[src/rtl/alu_seq_if.sv]
// alu_seq request/result bundle.
// master drives operations, slave is the ALU.
interface alu_seq_if #(
  parameter int WIDTH = 32
);
  logic             in_valid;
  logic             in_ready;
  logic [WIDTH-1:0] a;
  logic [WIDTH-1:0] b;
  logic [2:0]       op;
  logic             out_valid;
  logic [WIDTH-1:0] res;
  logic             z;
  logic             n;
  logic             c;
  logic             v;

  modport master (
    output in_valid, a, b, op,
    input  in_ready, out_valid, res, z, n, c, v
  );

  modport slave (
    input  in_valid, a, b, op,
    output in_ready, out_valid, res, z, n, c, v
  );
endinterface

[src/rtl/alu_seq.sv]
// Handshaked EX-stage ALU with registered Z/N/C/V flags.
// Define ALU_SEQ_MUL_EN to build the iterative shift-add multiplier.
module alu_seq #(
  parameter int WIDTH = 32
) (
  input logic     clk,
  input logic     rst_n,
  alu_seq_if.slave bus
);
  localparam logic [2:0] OP_ADD = 3'b000;
  localparam logic [2:0] OP_AND = 3'b001;
  localparam logic [2:0] OP_OR  = 3'b010;
  localparam logic [2:0] OP_XOR = 3'b011;
  localparam logic [2:0] OP_MUL = 3'b100;
  localparam logic [2:0] OP_SUB = 3'b101;
  localparam logic [2:0] OP_NEG = 3'b110;

  logic             rdy;
  logic             accept;
  logic             mul_start;
  logic             mul_done;
  logic [WIDTH-1:0] mul_res;

  logic [WIDTH-1:0] x;
  logic [WIDTH-1:0] y;
  logic             cin;
  logic [WIDTH:0]   sum;

  logic             is_arith;
  logic             is_and;
  logic             is_or;
  logic             is_xor;

  logic [WIDTH-1:0] sc_res;
  logic             sc_c;
  logic             sc_v;

  logic             valid_q;
  logic [WIDTH-1:0] res_q;
  logic             z_q;
  logic             n_q;
  logic             c_q;
  logic             v_q;

  assign is_arith = (bus.op == OP_ADD) |
                    (bus.op == OP_SUB) |
                    (bus.op == OP_NEG);
  assign is_and   = (bus.op == OP_AND);
  assign is_or    = (bus.op == OP_OR);
  assign is_xor   = (bus.op == OP_XOR);

  // Adder operand select: sub and neg reuse the adder via ~y + 1.
  always_comb begin
    x   = bus.a;
    y   = bus.b;
    cin = 1'b0;
    if (bus.op == OP_SUB) begin
      y   = ~bus.b;
      cin = 1'b1;
    end else if (bus.op == OP_NEG) begin
      x   = '0;
      y   = ~bus.a;
      cin = 1'b1;
    end
  end

  assign sum = {1'b0, x} + {1'b0, y} +
               {{WIDTH{1'b0}}, cin};

  // Single-cycle result mux; anything unmatched is reserved.
  always_comb begin
    sc_res = '0;
    sc_c   = 1'b0;
    sc_v   = 1'b0;
    unique case (1'b1)
      is_arith: begin
        sc_res = sum[WIDTH-1:0];
        sc_c   = sum[WIDTH];
        sc_v   = (x[WIDTH-1] == y[WIDTH-1]) &
                 (sum[WIDTH-1] != x[WIDTH-1]);
      end
      is_and:  sc_res = bus.a & bus.b;
      is_or:   sc_res = bus.a | bus.b;
      is_xor:  sc_res = bus.a ^ bus.b;
      default: sc_res = '0;
    endcase
  end

`ifdef ALU_SEQ_MUL_EN
  localparam int CW = $clog2(WIDTH);

  typedef enum logic {
    IDLE,
    MUL
  } state_t;

  state_t           state;
  state_t           state_nxt;
  logic [CW-1:0]    cnt;
  logic [WIDTH-1:0] mcand;
  logic [WIDTH-1:0] mplier;
  logic [WIDTH-1:0] acc;
  logic [WIDTH-1:0] acc_nxt;

  assign acc_nxt = acc + (mplier[0] ? mcand : '0);
  assign mul_res = acc_nxt;

  // FSM state register.
  always_ff @(posedge clk or negedge rst_n) begin
    if (!rst_n) state <= IDLE;
    else        state <= state_nxt;
  end

  // Next state, intake ready and multiply start/finish strobes.
  always_comb begin
    state_nxt = state;
    rdy       = 1'b0;
    mul_start = 1'b0;
    mul_done  = 1'b0;
    unique case (state)
      IDLE: begin
        rdy = 1'b1;
        if (bus.in_valid && bus.op == OP_MUL) begin
          mul_start = 1'b1;
          state_nxt = MUL;
        end
      end
      MUL: begin
        if (cnt == CW'(WIDTH - 1)) begin
          mul_done  = 1'b1;
          state_nxt = IDLE;
        end
      end
      default: state_nxt = IDLE;
    endcase
  end

  // Shift-add datapath: load on accept, one iteration per MUL cycle.
  always_ff @(posedge clk or negedge rst_n) begin
    if (!rst_n) begin
      cnt    <= '0;
      mcand  <= '0;
      mplier <= '0;
      acc    <= '0;
    end else if (mul_start) begin
      cnt    <= '0;
      mcand  <= bus.a;
      mplier <= bus.b;
      acc    <= '0;
    end else if (state == MUL) begin
      acc    <= acc_nxt;
      mcand  <= mcand << 1;
      mplier <= mplier >> 1;
      cnt    <= mul_done ? '0 : cnt + 1'b1;
    end
  end
`else
  assign rdy       = 1'b1;
  assign mul_start = 1'b0;
  assign mul_done  = 1'b0;
  assign mul_res   = '0;
`endif

  assign accept = bus.in_valid & rdy;

  // Result and flag registers; hold between results.
  always_ff @(posedge clk or negedge rst_n) begin
    if (!rst_n) begin
      valid_q <= 1'b0;
      res_q   <= '0;
      z_q     <= 1'b0;
      n_q     <= 1'b0;
      c_q     <= 1'b0;
      v_q     <= 1'b0;
    end else begin
      valid_q <= 1'b0;
      if (mul_done) begin
        valid_q <= 1'b1;
        res_q   <= mul_res;
        z_q     <= (mul_res == '0);
        n_q     <= mul_res[WIDTH-1];
        c_q     <= 1'b0;
        v_q     <= 1'b0;
      end else if (accept && !mul_start) begin
        valid_q <= 1'b1;
        res_q   <= sc_res;
        z_q     <= (sc_res == '0);
        n_q     <= sc_res[WIDTH-1];
        c_q     <= sc_c;
        v_q     <= sc_v;
      end
    end
  end

  assign bus.in_ready  = rdy;
  assign bus.out_valid = valid_q;
  assign bus.res       = res_q;
  assign bus.z         = z_q;
  assign bus.n         = n_q;
  assign bus.c         = c_q;
  assign bus.v         = v_q;
endmodule

[src/flat_wrapper.sv]
// flat-port wrapper written by rule: the top's interface ports become plain ports
module alu_seq_flat 
#(
  parameter int WIDTH = 32
)
  (clk, rst_n, bus_in_valid, bus_a, bus_b, bus_op, bus_in_ready, bus_out_valid, bus_res, bus_z, bus_n, bus_c, bus_v);
  alu_seq_if #(.WIDTH(WIDTH)) bus_i ();
  input logic clk;
  input logic rst_n;
  input wire logic [$bits(bus_i.in_valid)-1:0] bus_in_valid;
  input wire logic [$bits(bus_i.a)-1:0] bus_a;
  input wire logic [$bits(bus_i.b)-1:0] bus_b;
  input wire logic [$bits(bus_i.op)-1:0] bus_op;
  output wire logic [$bits(bus_i.in_ready)-1:0] bus_in_ready;
  output wire logic [$bits(bus_i.out_valid)-1:0] bus_out_valid;
  output wire logic [$bits(bus_i.res)-1:0] bus_res;
  output wire logic [$bits(bus_i.z)-1:0] bus_z;
  output wire logic [$bits(bus_i.n)-1:0] bus_n;
  output wire logic [$bits(bus_i.c)-1:0] bus_c;
  output wire logic [$bits(bus_i.v)-1:0] bus_v;
  assign bus_i.in_valid = bus_in_valid;
  assign bus_i.a = bus_a;
  assign bus_i.b = bus_b;
  assign bus_i.op = bus_op;
  assign bus_in_ready = bus_i.in_ready;
  assign bus_out_valid = bus_i.out_valid;
  assign bus_res = bus_i.res;
  assign bus_z = bus_i.z;
  assign bus_n = bus_i.n;
  assign bus_c = bus_i.c;
  assign bus_v = bus_i.v;
  alu_seq #(.WIDTH(WIDTH)) u_core (.clk(clk), .rst_n(rst_n), .bus(bus_i));
endmodule
[config.mk]
export PLATFORM = sky130hd
export DESIGN_NAME = alu_seq_flat
export DESIGN_NICKNAME = d
export VERILOG_FILES = /design/src/rtl/alu_seq_if.sv /design/src/rtl/alu_seq.sv /design/src/flat_wrapper.sv
export SDC_FILE = /design/constraint.sdc
export NUM_CORES = 1
export LEC_CHECK = 0
export ABC_CLOCK_PERIOD_IN_PS = 1830
export BUFFER_PORTS_ARGS = -buffer_cell sky130_fd_sc_hd__buf_2
export CORE_UTILIZATION = 64
export CTS_BUF_LIST = sky130_fd_sc_hd__clkbuf_2
export CTS_CLUSTER_SIZE = 24
export DETAILED_ROUTE_END_ITERATION = 10
export GPL_TIMING_DRIVEN = 0
export PLACE_DENSITY = 0.92
export SYNTH_ARGS = -nofsm -noshare
export SYNTH_HDL_FRONTEND = slang
export SYNTH_SLANG_ARGS = --single-unit
[constraint.sdc]
create_clock -name clk -period 1.83 [get_ports clk]
set_input_delay 0.183 -clock clk [delete_from_list [all_inputs] [get_ports clk]]
set_output_delay 0.183 -clock clk [all_outputs]
set_load 0.02 [all_outputs]
==> results of run 1 <==
## synth_stat cells, types with 4 or more instances
cell and n:
a211oi_1 4, a21o_1 13, a21oi_1 133, a22oi_1 8, a2bb2oi_1 8, buf_2 14, buf_6 4, clkbuf_1 33
dfrtp_1 36, ha_1 95, inv_1 69, mux2_2 48, nand2_1 42, nand3_1 11, nand4_1 9, nor2_1 129
nor2b_1 9, nor3_1 6, o211ai_1 10, o21a_1 11, o21ai_0 25, o21bai_1 4, o22ai_1 10, xnor2_1 15
xor2_1 8
## cell families after synthesis
| group | Yosys count |
|---|---|
| simple gates | 228 |
| compound gates | 274 |
| buf+inv | 125 |
| other cells | 1 |
| xor+xnor | 23 |
| fa+ha+maj | 97 |
| mux | 51 |
| flops | 36 |
## per-layer routing
layer | GRT overflow | track usage
met1 | 21 | 0.9347
met3 | 25 | 0.7843
met2 | 929 | 1.485
met4 | 227 | 1.214
met5 | 1 | 0.5487
## stage by stage
| step | utilization | area, um2 | setup TNS, ps | instances | setup slack (ps) |
|---|---|---|---|---|---|
| floorplan | - | 6349 | -47000 | 835 | -2044 |
| global placement | 0.7548 | 7041 | -80860 | 1070 | -3083 |
| detailed placement | 0.7548 | 7041 | -82320 | 1070 | -3275 |
| CTS | 0.8907 | 8308 | -46060 | 1137 | -1961 |
## repair_timing
item                       4_1_cts
setup endpoints to repair       35
setup buffers                   60
gates cloned                     1
hold endpoints to repair        37
pin swaps                       58
hold buffers                     2
gates resized for setup        164
==> results_dict.tcl, run 1 <==
set metrics [dict create \
    outcome "did not finish" \
    stop_stage "global routing" \
    first-error "[ERROR GRT-0232] Routing congestion too high. Check the congestion heatmap in the GUI." \
    mappedNetlistArea_um2 6208 \
    ys_seq_elements 36 \
    num_io_pins 108 \
    synth.net_count 1002 \
    clk_root_buffer_cell "clkbuf_2" \
    hpwl_um 15940 \
    cts_sinks 36 \
    avgSynthCellArea_um2 7.435 \
    synthFlopType "dfrtp_1" \
    synth.area.mux_share 0.09190 \
    grt_repair_worst_endpoint "u_core.bus.z$_DFFE_PN0P_/D" \
    cts_buffer_depth 2 \
    yosys.area_share.adder 0.1979 \
    worst-endpoint-pin-kind "sequential cell input" \
    start_util 0.6656 \
    cts_buffers 5 \
    postSynth.asyncResetShare 1.000 \
    synthesis_warning_total 0 \
    grt.total_usage 1.083 \
    synth_cell_types 75 \
    gr-total-overflow 1203 \
    synth_top_family_by_area "compound AO/OA/AOI/OAI gates" \
    htree_num_levels 2 \
    finalWeightedCongestion 0.9900 \
    synth_compound_area_frac 0.2868 \
    synthSimpleGateAreaFrac 0.1608 \
    synth_seq_area_share 0.1451 \
    synth_largest_area_cell "ha_1" \
    post_synth_xor_xnor_area 0.03245 \
    die_height_um 100.5 \
    synth_enable_flop_cells 0 \
    post-synth-top-area-fraction 0.1915 \
    io_buffer_count 106 \
    pin_count_of_the_biggest_net_entering_global_routing 37 \
    die_w_um 100.5 \
    synth_cells 835 \
    floorplan.rows 35 \
    synth.area.top_cells "ha_1 19%, dfrtp_1 15%, a21oi_1 11%" \
]
==> run 2, diff against run 1 <==
CORE_UTILIZATION = 40   (was 64)
CTS_BUF_LIST = not set   (was sky130_fd_sc_hd__clkbuf_2)
CTS_CLUSTER_SIZE = not set   (was 24)
PLACE_DENSITY = not set   (was 0.92)
PLACE_DENSITY_LB_ADDON = 0.15   (was not set)
==> results_dict.tcl, run 2 <==
set metrics [dict create \
    outcome "finished with violations" \
    violated_checks "hold timing, setup timing" \
    timing.critical_path.mode_cell "buf_8" \
    synth.area.top_cells "ha_1 19%, dfrtp_1 15%, a21oi_1 11%" \
    num_io_pins 108 \
    antenna_cells_inserted 0 \
    cts_buffers 5 \
    criticalPathCategory "input pin to register" \
    synth_seq_area_share 0.1451 \
    fin_util 0.5397 \
    avgSynthCellArea_um2 7.435 \
    final_max_slew_viol_count 0 \
    io_buffer_count 106 \
    hpwl_um 16690 \
    start_util 0.4084 \
    htree_num_levels 2 \
    core_region_area_um2 15200 \
    synthesis_warning_total 0 \
    detailroute.via_count 6680 \
    critical-path-slowest-cell "a2111o_1" \
    first_global_vias 6412 \
    holdCritPathClass "input pin to async pin" \
    area_growth_syn_to_layout_pct 32.14 \
    cts_sinks 36 \
    vdd_drop_max_mv 0.4906 \
    die_w_um 126.6 \
    cts_stage_hold_buffer_count 0 \
    initial_antenna_violation_count 0 \
    critical_path.top_delay_family "compound AO/OA/AOI/OAI gates" \
    most_common_cell_after_layout_fill_and_taps_aside "nor2_1" \
    global_route_wire_length_before_repair_um 34930 \
    grt_setup_unrepaired "yes" \
    detailedRoute.firstIterationViolations 515 \
    finalWeightedCongestion 0.9068 \
    worst_ep_arrival_time_ps 4160 \
    synth_cell_types 75 \
    max-cap-violations 0 \
    clock_insertion_delay_worst_skew_ps 280 \
    max_clock_freq_ghz 0.2525 \
    total_leakage_power_nw 3.954 \
    mappedNetlistArea_um2 6208 \
    clk_root_buffer_cell "clkbuf_16" \
    num-nets-final 1151 \
    whs_ps -12.88 \
    timing.critical_path.cells "buf_8, buf_8, nand2b_4, buf_12, buf_12, buf_8, nor2_4, buf_6, clkbuf_16, nor2_4, fa_2, fa_2, a211oi_2, o211ai_1, a21o_1, a211oi_2, nor2_2, o221a_2, xor2_1, a2111o_1, o22ai_2" \
    post_synth_most_frequent_cells "133 x a21oi_1, 129 x nor2_1, 95 x ha_1" \
    cellPowerDensity_nw_per_um2 624.9 \
    route.final.wire_length_um 22230 \
    cts.clk_slew.worst_paths_ps 50 \
    cp.buffers_inverters 7 \
    grt.total_usage 0.2795 \
    cp-end-kind "register" \
    drive_gt1_frac 0.3401 \
    required_time_worst_endpoint_ps 2030 \
    slew-limit-headroom 0.3987 \
    wl_met2_um 10370 \
    cts_tree "done" \
    startpoint_type "input pin" \
    layout_worst_path_cycle_share 2.164 \
    most-common-layout-cells "121 x nor2_1, 114 x a21oi_1, 108 x buf_2" \
    drcViolationCount 0 \
    cts_buffer_depth 2 \
    detail_route.wirelength.met1_um 9640 \
    final_hold_viol_count 36 \
    timing.clock.skew_ps 0 \
    synth_cells 835 \
    ys_seq_elements 36 \
    floorplan.rows 45 \
    wire_per_inst_um 18.95 \
    pin_count_of_the_biggest_net_entering_global_routing 37 \
    finalWorstSetupSlack_ps -2130 \
    detail_route.first_pass.iterations 5 \
    postSynth.asyncResetShare 1.000 \
    critical_path.max_stage_delay_ps 410 \
    max_reg_flops 31 \
    met3_wirelength_um 1331 \
    fin_total_pwr_mw 5.126 \
    die_area_um2 16020 \
    synth_largest_area_cell "ha_1" \
    yosysMostFrequentCell "a21oi_1" \
    worst-slew-pin-transition_ps 901.9 \
    critPathMaxFanout 6 \
    top_layer_used "met4" \
    post-synth-top-area-fraction 0.1915 \
    gr-total-overflow 0 \
    min_period_ps 3960 \
    antenna_left 0 \
    finalSetupViolCount 35 \
    die_height_um 126.6 \
    avgViaCountPerCell 5.695 \
    synthFlopType "dfrtp_1" \
    num-fill-cells 1508 \
    synth_enable_flop_cells 0 \
    synth.net_count 1002 \
]
## run 2: cell counts after synthesis
Identical to the previous run, type by type.
## run 2: worst register-to-register path, stage by stage, from the launching register on
cell and delay, ps:
dfrtp_1 370, nor2b_1 130, a31o_2 230
## run 2: kinds of logic (layout without fill, tap and decap cells)
| kind of cell | count (synthesis) | in the layout | synth area share |
|---|---|---|---|
| fa+ha+maj | 97 | 97 | 0.1979 |
| compound gates | 274 | 274 | 0.2868 |
| flops | 36 | 36 | 0.1451 |
| xor+xnor | 23 | 23 | 0.03245 |
| buf+inv | 125 | 275 | 0.08444 |
| other cells | 1 | 1 | 0.0006040 |
| mux | 51 | 51 | 0.09190 |
| simple gates | 228 | 228 | 0.1608 |
## run 2: stage by stage
stage,instance area (um2),instances,setup TNS (ps),setup slack [ps],hold WS (ps)
5_1_grt,8204,1173,-54710,-2231,47.64
3_5_place_dp,7114,1129,-86230,-3292,312.5
3_3_place_gp,7114,1129,-85470,-3247,309.1
6_report,8204,1173,-50970,-2130,-12.88
4_1_cts,7953,1166,-47540,-2112,13.99
2_1_floorplan,6349,835,-47000,-2044,-112.6
## run 2: final timing paths
kind,start,endpoint,slack (ps),cells after the start
worst max-delay path,bus_op[0],u_core.bus.z$_DFFE_PN0P_,-2130,21
worst min-delay path,rst_n,u_core.bus.v$_DFFE_PN0P_,-10,1
worst max register to register,u_core.bus.v$_DFFE_PN0P_,u_core.bus.v$_DFFE_PN0P_,1000,2
worst min register to register,u_core.bus.res[9]$_DFFE_PN0P_,u_core.bus.res[9]$_DFFE_PN0P_,470,1
max in group asynchronous,rst_n,u_core.bus.res[15]$_DFFE_PN0P_,1340,1
min in group clk,bus_in_valid,u_core.bus.out_valid$_DFF_PN0_,50,1
## run 2: power breakdown
part	internal (mW)	switching (mW)	total [mW]	leakage, nW
clock	0.501	0.335	0.836	0.0736
combinational	1.40	1.88	3.28	3.44
sequential	0.937	0.0770	1.01	0.440
## run 2: final cells by class
cell class | instances | area (um2) | area share
Clock inverter | 3 | 18.77 | 0.002288
Buffer | 52 | 473.0 | 0.05765
Tap cell | 188 | 235.2 | 0.02867
Clock buffer | 5 | 125.1 | 0.01525
Timing Repair Buffer | 146 | 869.6 | 0.1060
Multi-Input combinational cell | 674 | 5323 | 0.6488
Inverter | 69 | 259.0 | 0.03157
Sequential cell | 36 | 900.9 | 0.1098
## run 2: repair_timing
action | in CTS | in global routing
gates cloned | 0 | 0
endpoints found under the setup margin | 35 | 35
gates resized for setup | 111 | 47
buffers inserted | 33 | 7
pin swaps | 41 | 28
## run 2: routing by layer
layer / up-vias / track usage
li1: 3266 / -
met1: 3120 / 0.3681
met2: 244 / 0.4703
met3: 50 / 0.02952
met4: 0 / 0.1070
met5: - / 0
(Power assumes the default switching activity.)
==> run 3, diff against run 2 <==
ABC_CLOCK_PERIOD_IN_PS = 4800   (was 1830)
clock period = 4.8 ns   (was 1.83 ns; I/O delays follow)
==> results_dict.tcl, run 3 (synthesis results as in run 2) <==
set metrics [dict create \
    outcome "complete, no violations" \
    switching_share 0.4378 \
    start_util 0.4084 \
    timing.clock.skew_ps 0 \
    cts_buffer_depth 2 \
    htree_num_levels 2 \
    clock_insertion_delay_worst_skew_ps 280 \
    worst-slew-pin-transition_ps 799.0 \
    max-cap-violations 0 \
    multi_input_comb_area_um2 4821 \
    required_time_worst_endpoint_ps 5000 \
    die_height_um 126.6 \
    detail_route.first_pass.iterations 5 \
    gr-total-overflow 0 \
    pin_count_of_the_biggest_net_entering_global_routing 37 \
    vdd_drop_max_mv 0.2549 \
    detailroute.via_count 6425 \
    global_route_wire_length_before_repair_um 31690 \
    total_leakage_power_nw 3.572 \
    core_region_area_um2 15200 \
    io_buffer_count 106 \
    sequential_power_share 0.222 \
    cts_tree "done" \
    die_area_um2 16020 \
    most-common-layout-cells "133 x a21oi_1, 128 x nor2_1, 116 x buf_2" \
    antenna_cells_inserted 0 \
    criticalPathCategory "input pin to register" \
    power_frac_comb 0.586 \
    num-nets-final 1118 \
    final_hold_viol_count 0 \
    cts_buffers 5 \
    cts_sinks 36 \
    cellPowerDensity_nw_per_um2 240.0 \
    fin_util 0.4778 \
    die_w_um 126.6 \
    worst_ep_arrival_time_ps 4850 \
    pwr-share-clk 0.192 \
    min_period_ps 4644 \
    floorplan.rows 45 \
    drcViolationCount 0 \
    wire_per_inst_um 17.57 \
    finalSetupViolCount 0 \
    max_clock_freq_ghz 0.2154 \
    num-fill-cells 1554 \
    final_max_slew_viol_count 0 \
    grt.total_usage 0.2512 \
    finalWeightedCongestion 0.9111 \
    holdCritPathClass "input pin to async pin" \
    detailedRoute.firstIterationViolations 450 \
    p_int_uw 980.0 \
    route.final.wire_length_um 20010 \
    max_reg_flops 31 \
    avgViaCountPerCell 5.641 \
    layout_worst_path_cycle_share 0.9674 \
    antenna_left 0 \
    area_growth_syn_to_layout_pct 16.99 \
    drive_gt1_frac 0.2355 \
    area.sequential_um2 900.9 \
    startpoint_type "input pin" \
    first_global_vias 5870 \
    num_io_pins 108 \
    setup-tns-final_ps 0 \
    cp-end-kind "register" \
    p_switching_uw 763.2 \
    cts.clk_slew.worst_paths_ps 50 \
    hpwl_um 16170 \
    slew-limit-headroom 0.4673 \
    most_common_cell_after_layout_fill_and_taps_aside "a21oi_1" \
    critPathMaxFanout 28 \
    clk_root_buffer_cell "clkbuf_16" \
    initial_antenna_violation_count 0 \
]
-- run 3: changes by cell type in the layout (fill, tap and decap cells not counted), moves of 8 or more --
| cell | delta |
|---|---|
| a21oi_2 | -17 |
| a21oi_1 | +19 |
| buf_2 | +8 |
| mux2_4 | -8 |
| mux2_2 | +8 |
| clkbuf_1 | +8 |
| buf_4 | -29 |
-- run 3: path summary, 6_finish.rpt --
kind | start | endpoint | slack, ps | depth (start not counted)
setup / recovery | bus_op[0] | u_core.bus.z$_DFFE_PN0P_ | 160 | 18
hold / removal | rst_n | u_core.bus.n$_DFFE_PN0P_ | 290 | 1
setup reg to reg | u_core.bus.v$_DFFE_PN0P_ | u_core.bus.v$_DFFE_PN0P_ | 3970 | 2
hold reg to reg | u_core.bus.res[24]$_DFFE_PN0P_ | u_core.bus.res[24]$_DFFE_PN0P_ | 490 | 1
max in group asynchronous | rst_n | u_core.bus.res[9]$_DFFE_PN0P_ | 4000 | 1
min in group clk | bus_in_valid | u_core.bus.out_valid$_DFF_PN0_ | 350 | 1
-- run 3: area by class of cell --
| class | instances | share of cell area |
|---|---|---|
| well taps | 188 | 0.03239 |
| repair buffers | 114 | 0.08131 |
| inverters | 69 | 0.03566 |
| plain buffers | 51 | 0.04186 |
| clock buffers | 7 | 0.02102 |
| flip-flops and latches | 36 | 0.1240 |
| multi-input cells | 674 | 0.6637 |
-- run 3: worst max-delay path: stages --
cell and delay [ps]:
buf_2 120, buf_2 180, nand2b_2 250, buf_8 200
nor2_4 230, clkbuf_8 240, a21oi_1 90, fa_1 440
fa_1 510, a211oi_2 310, o211ai_1 160, a21o_1 250
a211oi_2 300, nor2_1 100, o221a_2 290, xor2_1 160
a2111o_1 430, o22ai_2 90
-- run 3: layer usage --
layer / up-vias / track usage / part of all wire
met5: - / 0 / 0
met4: 0 / 0.05528 / 0.015
met3: 23 / 0.01645 / 0.064
met2: 238 / 0.3734 / 0.41
met1: 2974 / 0.3916 / 0.51
li1: 3190 / - / -
-- run 3: power by group through the flow --
| stage | combinational [mW] | clock [mW] | sequential (mW) |
|---|---|---|---|
| 2_1_floorplan | 0.633 | 0 | 0.456 |
| 3_3_place_gp | 0.987 | 0 | 0.392 |
| 3_5_place_dp | 0.991 | 0 | 0.391 |
| 4_1_cts | 1.00 | 0.340 | 0.387 |
| 5_1_grt | 1.12 | 0.354 | 0.392 |
| 6_report | 1.02 | 0.335 | 0.387 |
-- run 3: repair_timing --
item                                    in CTS  in global routing
cloned                                       0                  0
resized for setup                           21                 21
endpoints found under the setup margin      27                  4
hold buffers                                 0                  0
setup buffers                                4                  4
pin swaps                                    1                  3
-- run 3: through the flow --
step,hold slack [ps],instances,area (um2),power [mW],worst slack [ps]
2_1_floorplan,184.4,835,6211,1.089,57.23
3_3_place_gp,465.1,1129,6977,1.380,-1433
3_5_place_dp,473.6,1129,6977,1.382,-1398
4_1_cts,312.7,1137,7204,1.731,0.002220
5_1_grt,345.7,1139,7263,1.869,-12.30
6_report,288.8,1139,7263,1.743,156.5
==> run 4, diff against run 3 <==
ABC_CLOCK_PERIOD_IN_PS = 6000   (was 4800)
clock period = 6 ns   (was 4.8 ns; I/O delays follow)
==> results_dict.tcl, run 4 (synthesis results as in run 2) <==
set metrics [dict create \
    outcome "complete, no violations" \
    clock_insertion_delay_worst_skew_ps 270 \
    placed_cells 1129 \
    startpoint_type "input pin" \
    detailroute.via_count 6349 \
    postCtsSetupRepairBufs 0 \
    wire_per_inst_um 17.90 \
    io_buffer_count 106 \
    max-cap-violations 0 \
    avgViaCountPerCell 5.589 \
    clk_root_buffer_cell "clkbuf_16" \
    num-nets-final 1115 \
    sequential_power_share 0.227 \
    floorplan.rows 45 \
    max_reg_flops 31 \
    max_clock_freq_ghz 0.1754 \
    slew-limit-headroom 0.4600 \
    critPathMaxFanout 10 \
    pwr-share-clk 0.177 \
    layout_worst_path_cycle_share 0.9503 \
    final_hold_viol_count 0 \
    whs_ps 419.6 \
    power_frac_comb 0.596 \
    die_w_um 126.6 \
    vdd_drop_max_mv 0.2523 \
    detailedRoute.firstIterationViolations 426 \
    cts_sinks 36 \
    fin_total_pwr_mw 1.358 \
    worst_ep_arrival_time_ps 5900 \
    grt.total_usage 0.2553 \
    initial_antenna_violation_count 0 \
    grt_setup_unrepaired "no" \
    start_util 0.4084 \
    criticalPathCategory "input pin to register" \
    cts_tree "done" \
    ff2ff_setup_slack_ps 5160 \
    dpl_cell_area_um2 6974 \
    critical_path.reg2reg.startpoint "u_core.bus.v$_DFFE_PN0P_" \
    dp_worst_setup_slack_ps -637.9 \
    cts_stage_hold_buffer_count 0 \
    antenna_left 0 \
    global_route_wire_length_before_repair_um 32300 \
    switching_share 0.4466 \
    htree_num_levels 2 \
    holdCritPathClass "input pin to async pin" \
    total_leakage_power_nw 3.479 \
    required_time_worst_endpoint_ps 6200 \
    r2r-end "u_core.bus.v$_DFFE_PN0P_" \
    cts_buffer_depth 2 \
    reg2reg_depth 2 \
    most-common-layout-cells "133 x a21oi_1, 128 x nor2_1, 120 x buf_2" \
    cts.clk_slew.worst_paths_ps 50 \
    finalWorstSetupSlack_ps 298.1 \
    drive_gt1_frac 0.2141 \
    finalSetupViolCount 0 \
    num_io_pins 108 \
    cp-end-kind "register" \
    finalWeightedCongestion 0.9128 \
    worst-slew-pin-transition_ps 810.0 \
    hpwl_um 16150 \
    die_height_um 126.6 \
    drcViolationCount 0 \
    core_region_area_um2 15200 \
    most_common_cell_after_layout_fill_and_taps_aside "a21oi_1" \
    timing.clock.skew_ps 0 \
    final_max_slew_viol_count 0 \
    cellPowerDensity_nw_per_um2 190.7 \
    cts_buffers 5 \
    route.final.wire_length_um 20340 \
    p_int_uw 751.7 \
    first_global_vias 6044 \
    antenna_cells_inserted 0 \
    stdcell_area_um2 7124 \
    die_area_um2 16020 \
    detail_route.first_pass.iterations 6 \
    gr-total-overflow 0 \
    area_growth_syn_to_layout_pct 14.75 \
    p_switching_uw 606.7 \
    stdcell_count 1136 \
    min_period_ps 5702 \
    pin_count_of_the_biggest_net_entering_global_routing 37 \
    num-fill-cells 1559 \
]
-- run 4: per-stage QoR --
stage | setup TNS [ps] | util
after floorplan | 0 | -
after global placement | -3415 | 0.4588
after detailed placement | -2779 | 0.4588
after CTS | 0 | 0.4681
after global routing | 0 | 0.4686
final | 0 | 0.4686
-- run 4: layout make-up --
class	instances	area [um2]	share of cell area
Multi-Input combinational cell	674	4796	0.6732
Sequential cell	36	900.9	0.1264
Timing Repair Buffer	106	530.5	0.07446
Buffer	56	269.0	0.03776
Clock buffer	6	128.9	0.01809
Clock inverter	1	5.005	0.0007025
Tap cell	188	235.2	0.03302
Inverter	69	259.0	0.03635
-- run 4: power groups by stage --
stage                     combinational (mW)  clock, mW  sequential (mW)
after floorplan                        0.506          0            0.365
after global placement                 0.790          0            0.313
after detailed placement               0.793          0            0.312
after CTS                              0.800      0.247            0.308
after global routing                   0.890      0.260            0.314
final                                  0.809      0.241            0.308
-- run 4: how the worst max path moves through the flow --
stage                    from                  endpoint  slack [ps]  depth (start not counted)
floorplan           bus_op[0]  u_core.bus.z$_DFFE_PN0P_        1020                         19
global placement    bus_op[1]  u_core.bus.z$_DFFE_PN0P_        -690                         20
detailed placement  bus_op[1]  u_core.bus.z$_DFFE_PN0P_        -640                         20
CTS                 bus_op[1]  u_core.bus.z$_DFFE_PN0P_         140                         20
global route        bus_op[1]  u_core.bus.z$_DFFE_PN0P_          20                         20
finish              bus_op[1]  u_core.bus.z$_DFFE_PN0P_         300                         20
-- run 4: routing by layer --
metal	routed length, um	GRT usage	up-vias
met5	0	0	-
met4	345	0.05882	0
met3	1301	0.01771	21
met2	8311	0.3861	225
met1	10380	0.3908	2913
li1	-	-	3190
-- run 4: worst max-delay path, stage by stage --
cell      delay, ps
buf_2           110
buf_2           280
nand2b_1        200
buf_2           280
buf_2           260
buf_2           240
nor2_4          340
clkbuf_2        380
a21oi_1         150
fa_1            460
fa_1            510
a211oi_2        310
o211ai_1        150
a21o_1          250
a211oi_2        280
nor2_1          110
o221a_2         290
xor2_1          160
a2111o_1        430
o22ai_2          80
-- run 4: what timing repair did --
item | in CTS | in global routing
gates cloned | 0 | 0
endpoints found under the hold margin | 0 | 0
resized for setup | 3 | 5
setup endpoints to repair | 5 | 3
